==> config.mk <==
export PLATFORM = sky130hd
export DESIGN_NAME = dff8_access_ctrl
export DESIGN_NICKNAME = d
export VERILOG_FILES = /design/src/rtl/dff8_access_ctrl_pkg.sv /design/src/rtl/dff8_access_ctrl_rr_pick.sv /design/src/rtl/dff8_access_ctrl.sv
export SDC_FILE = /design/constraint.sdc
export NUM_CORES = 1
export LEC_CHECK = 0
export BUFFER_PORTS_ARGS = -buffer_cell sky130_fd_sc_hd__buf_2
export CAP_MARGIN = 20
export CELL_PAD_IN_SITES_DETAIL_PLACEMENT = 0
export CELL_PAD_IN_SITES_GLOBAL_PLACEMENT = 1
export CORE_UTILIZATION = 39
export CTS_CLUSTER_DIAMETER = 150
export DETAILED_ROUTE_END_ITERATION = 12
export HOLD_SLACK_MARGIN = 0.05
export MAX_ROUTING_LAYER = met4
export PLACE_DENSITY_LB_ADDON = 0.08
export SETUP_SLACK_MARGIN = 0.3
export SLEW_MARGIN = 20
export SYNTH_ARGS = -nofsm -noshare
export SYNTH_HDL_FRONTEND = slang
export SYNTH_SLANG_ARGS = --single-unit
export TNS_END_PERCENT = 30
==> constraint.sdc <==
create_clock -name CLK -period 7.25 [get_ports CLK]
set_input_delay 1.45 -clock CLK [delete_from_list [all_inputs] [get_ports CLK]]
set_output_delay 1.45 -clock CLK [all_outputs]
set_load 0.005 [all_outputs]
==> src/rtl/dff8_access_ctrl_pkg.sv <==
// Shared types and defaults for the round-robin register access controller.
// Pure declarations; no logic, no timing.
package dff8_access_ctrl_pkg;

  typedef enum logic [1:0] {
    IDLE   = 2'd0,
    COMMIT = 2'd1,
    ACK    = 2'd2
  } state_t;

  typedef enum logic {
    OP_LOAD  = 1'b0,
    OP_CLEAR = 1'b1
  } op_t;

  localparam int NREQ_DEF  = 4;
  localparam int WIDTH_DEF = 8;

  // Index width for a requester count; never below one bit.
  function automatic int idx_w(input int n);
    return (n > 1) ? $clog2(n) : 1;
  endfunction

endpackage

==> src/rtl/dff8_access_ctrl_rr_pick.sv <==
// Rotating-priority picker: search starts one past ptr, first set bit wins.
// Purely combinational, zero latency; no flow control of its own.
module rr_pick
  import dff8_access_ctrl_pkg::*;
#(
  parameter int NREQ = NREQ_DEF
) (
  input  logic [NREQ-1:0]        reqv,
  input  logic [idx_w(NREQ)-1:0] ptr,
  output logic [NREQ-1:0]        win_oh,
  output logic [idx_w(NREQ)-1:0] win_idx,
  output logic                   win_vld
);

  localparam int IW = idx_w(NREQ);

  logic [IW-1:0] k;

  always_comb begin
    win_oh  = '0;
    win_idx = '0;
    win_vld = 1'b0;
    k       = '0;
    // i runs 1..NREQ so the current holder of ptr is checked last.
    for (int i = 1; i <= NREQ; i++) begin
      k = IW'((int'(ptr) + i) % NREQ);
      if (!win_vld && reqv[k]) begin
        win_vld   = 1'b1;
        win_idx   = k;
        win_oh[k] = 1'b1;
      end
    end
  end

endmodule

==> src/rtl/dff8_access_ctrl.sv <==
// Arbitrates NREQ requesters onto one shared falling-edge register (load or clear).
// Accept -> commit -> ack, 3 cycles per transaction; requesters hold until ack.
module dff8_access_ctrl
  import dff8_access_ctrl_pkg::*;
#(
  parameter int NREQ  = NREQ_DEF,
  parameter int WIDTH = WIDTH_DEF
) (
  input  logic                    CLK,
  input  logic                    synchro_clr,
  input  logic [NREQ-1:0]         req,
  input  logic [NREQ-1:0]         clr_req,
  input  logic [NREQ*WIDTH-1:0]   wdata,
  input  logic [WIDTH-1:0]        reg_q,
  output logic [WIDTH-1:0]        reg_d,
  output logic                    reg_clr,
  output logic [NREQ-1:0]         gnt,
  output logic [NREQ-1:0]         ack,
  output logic                    busy
);

  localparam int IW = idx_w(NREQ);

  state_t           state, state_nxt;
  op_t              op, op_nxt;
  logic [IW-1:0]    ptr, ptr_nxt;
  logic [WIDTH-1:0] data, data_nxt;
  logic [NREQ-1:0]  gnt_nxt, ack_nxt;

  logic [NREQ-1:0]  pick_oh;
  logic [IW-1:0]    pick_idx;
  logic             pick_vld;
  logic [NREQ-1:0]  any_req;

  assign any_req = req | clr_req;

  rr_pick #(.NREQ(NREQ)) u_pick (
    .reqv    (any_req),
    .ptr     (ptr),
    .win_oh  (pick_oh),
    .win_idx (pick_idx),
    .win_vld (pick_vld)
  );

  // Reset drops any in-flight transaction; ptr parks on the last index so requester 0 goes first.
  always_ff @(negedge CLK) begin
    if (synchro_clr) begin
      state <= IDLE;
      ptr   <= IW'(NREQ - 1);
      op    <= OP_LOAD;
      data  <= '0;
      gnt   <= '0;
      ack   <= '0;
    end else begin
      state <= state_nxt;
      ptr   <= ptr_nxt;
      op    <= op_nxt;
      data  <= data_nxt;
      gnt   <= gnt_nxt;
      ack   <= ack_nxt;
    end
  end

  always_comb begin
    state_nxt = state;
    ptr_nxt   = ptr;
    op_nxt    = op;
    data_nxt  = data;
    gnt_nxt   = gnt;
    ack_nxt   = ack;
    case (state)
      IDLE: begin
        if (pick_vld) begin
          state_nxt = COMMIT;
          ptr_nxt   = pick_idx;
          gnt_nxt   = pick_oh;
          // Clear wins over load when a requester raises both.
          if (clr_req[pick_idx]) begin
            op_nxt   = OP_CLEAR;
            data_nxt = '0;
          end else begin
            op_nxt   = OP_LOAD;
            data_nxt = wdata[pick_idx*WIDTH +: WIDTH];
          end
        end
      end
      COMMIT: begin
        state_nxt = ACK;
        ack_nxt   = gnt;
      end
      ACK: begin
        state_nxt = IDLE;
        ack_nxt   = '0;
        gnt_nxt   = '0;
      end
      default: begin
        state_nxt = IDLE;
        ack_nxt   = '0;
        gnt_nxt   = '0;
      end
    endcase
  end

  // Outside a load commit the register is fed its own Q so it holds.
  assign reg_d   = (state == COMMIT && op == OP_LOAD) ? data : reg_q;
  assign reg_clr = synchro_clr | (state == COMMIT && op == OP_CLEAR);
  assign busy    = (state != IDLE);

endmodule

==> results.md <==
- Status: finished, final reports clean
- Sw Pwr: 0.2327 mW
- Chip Width: 71.99 µm
- Worst r2r dst: op
- Die span in y: 71.99 µm
- CP cell instances: buf_2, or4_1, nor3_4, or3_4, inv_2, o2111ai_2, a21o_1, o211ai_2
- GR Util All Layers: 0.2114
- Top Usage Layer GRT: met2
- Clock power frac: 0.278
- Clock Skews: 10.21 ps
- Worst Path Arrival: 3300 ps
- Synth top area share: 0.2200
- M3 GR Usage: 0.04583
- Core Area: 4723 µm²
- P_int: 0.3405 mW
- # fillers: 470
- Crit path from: clr_req[3]
- Count of port buffers added during placement: 67
- Layout cells sized above 1: 0.3885
- List of most frequent post-synthesis cells: dfxtp_1 (21), nor3_1 (14), nor2_1 (13)
- First-pass GRT wire length: 8.521 mm
- Distinct cells, synth: 55
- Asr flop ratio synth: 0
- Starting Density: 0.4045
- Sequential power share: 0.277
- DRT Pass-1 Iters: 4
- Die area: 5183 µm²
- Seq/Total Area, Yosys: 0.2200
- GR Util met2: 0.3155
- Seq. cell area: 420.4 µm²
- LEAKAGE: 1.086 nW
- Antenna Cells: 0
- Most frequent cell after synthesis: dfxtp_1
- Critical path required time: 3830 ps
- CP Class: in2reg
- Area of the multi-input gates: 1376 µm²
- Largest net degree at the start of global routing: 34
- Post-Route WL: 5.239 mm
- Logic gate share of total power: 0.445
- Critical path's slowest cell: or4_1
- CTS Buf Count: 3
- CTS tree: yes
- R2r setup slk: 3790 ps
- Slew margin rel.: 0.4641
- # IOs: 68
- CTS HTree Levels: 1
- Max stage delay on crit path: 680 ps
- DRC Markers: 0
- Post-CTS setup buffers: 0
- Worst hold stages: 2
- Yosys Warn Count: 0
- Hold path startpoint: data[4]
- Clk root buf: clkbuf_8
- Rows: 25
- Max VDD drop: 0.0001360 V
- Count of flip-flops with a built-in enable after synthesis: 0
- Worst slew pin tran: 802.8 ps
- Post-CTS Hold Fix Bufs: 0
- GP Congestion: 0.7578
- Critical path launch point type: input pin
- Initial DRC count: 80
- GR met1 Demand/Resource: 0.2882
- Nets@finish: 355
- Setup violators final: 0
- Clk sinks: 21
- Clk Latency, worst-skew pair: 340 ps
- Vias in the first global route: 1818
- CP endpoint kind: register
- Total gr overflow: 0
- Worst r2r src: ptr[0]
- Final non-filler cell total: 363
- Unrepaired setup endpoints after global routing: false
- Vias per inst: 5.372
- Clock-pin slew on the worst setup and hold paths: 30 ps
- Final Max Slew Viols: 0
- CP delay by family, top: simple AND/OR/NAND/NOR gates
- Syn nets: 274
- DP HPWL: 3.868 mm
- R2R depth: 9
- Post-Synthesis Cells: 216
- Sw frac: 0.4059
- Ranking of synthesized cells by area: dfxtp_1 (22%), o211ai_2 (5.9%), ha_1 (5.2%)
- Worst path buffer plus inverter count: 2
- Resized Gates After CTS: 0
- Maximum root-to-sink buffer count: 2
- Final Hold Violating Endpoints: 0
- Post-synth top flop: dfxtp_1
- ANT nets after route: 0
- Initial antenna violation count: 0
- Max_cap viols: 0
- Cell area after synthesis: 1911 µm²
- Worst Hold Endpoint: data[4]
- FF+latch count, synth: 21
- Setup TNS: 0 ps
- Crit Path Max Fanout: 14
- DR WL/cell: 14.43 µm
- PD cells: 234.7 nW/µm²
- Placed instance count: 339
- P&R area growth vs syn: 27.83%
- Via count: 1950
- Leading area contributor after synthesis: dfxtp_1
- Hold crit path type: reg2reg
- Avg Inst Size Synth: 8.845 µm²
-- cells in the final DEF (no fill, tap or decap), types with 3 or more instances in the layout --
cell type	instances
buf_2	67
inv_1	25
dfxtp_1	21
nor3_1	14
nor2_1	13
nand2_1	12
nor3b_1	10
o211ai_2	9
nand3b_1	9
a31oi_1	9
a21o_1	8
mux2_2	8
ha_1	8
o21ai_1	5
or3b_2	5
buf_4	5
or2_1	4
a21oi_1	4
or3b_1	4
a22oi_1	4
mux2i_1	4
a222oi_1	4
or3_1	3
clkbuf_8	3
-- tightest hold or removal path, cell delays in order (launching register included) --
cell      delay, ps
dfxtp_1         320
nand2_1          70
o211ai_2         50
-- how the worst max path moves through the flow --
| stage | endpoint | slack (ps) | depth (start not counted) |
|---|---|---|---|
| after floorplan | data[0] | 610 | 8 |
| after global placement | data[2] | 200 | 8 |
| after detailed placement | data[6] | 200 | 8 |
| after CTS | data[7] | 540 | 8 |
| after global routing | data[0] | 420 | 8 |
| final | data[0] | 530 | 8 |
-- sequential cells by signal, summed over array words and instances (netlist names) --
name   cells
data       8
ack        4
ptr        2
state      2
op         1
gnt        4
-- metrics by stage --
stage	total power [mW]	hold WS, ps	setup WS, ps	util	area (µm²)
global placement	0.4337	451.3	204.6	0.4861	2296
finish	0.5732	468.1	534.0	0.5171	2442
CTS	0.5804	472.0	541.7	0.5171	2442
floorplan	0.3607	428.9	607.8	-	1911
global route	0.6289	494.7	421.6	0.5171	2442
detailed placement	0.4327	456.9	200.0	0.4861	2296
-- metal layers --
metal / share of wire / vias to the layer above / wire length [µm]
li1: - / 995 / -
met1: 0.48 / 893 / 2503
met2: 0.48 / 58 / 2491
met3: 0.041 / 4 / 217
met4: 0.0052 / 0 / 27
met5: 0 / - / 0
-- power groups by stage --
stage	Clock, mW	Sequential (mW)	Combinational, mW
after floorplan	0.0186	0.147	0.195
after global placement	0.0186	0.160	0.255
after detailed placement	0.0186	0.160	0.254
after CTS	0.166	0.159	0.255
after global routing	0.186	0.162	0.281
final	0.160	0.159	0.255
-- kinds of logic after synthesis --
group / count (synthesis) / synth area share
simple gates: 93 / 0.3274
compound gates: 59 / 0.2724
buf+inv: 23 / 0.05959
flops: 21 / 0.2200
mux: 12 / 0.06811
fa+ha+maj: 8 / 0.05239
-- cell type report --
type	instances	area share
Timing Repair Buffer	73	0.1609
Sequential cell	21	0.1721
Multi-Input combinational cell	172	0.5635
Clock buffer	3	0.01691
Tap cell	67	0.03432
Inverter	5	0.007684
Clock inverter	22	0.04457
Note: power is estimated with default switching activity, not from simulation.
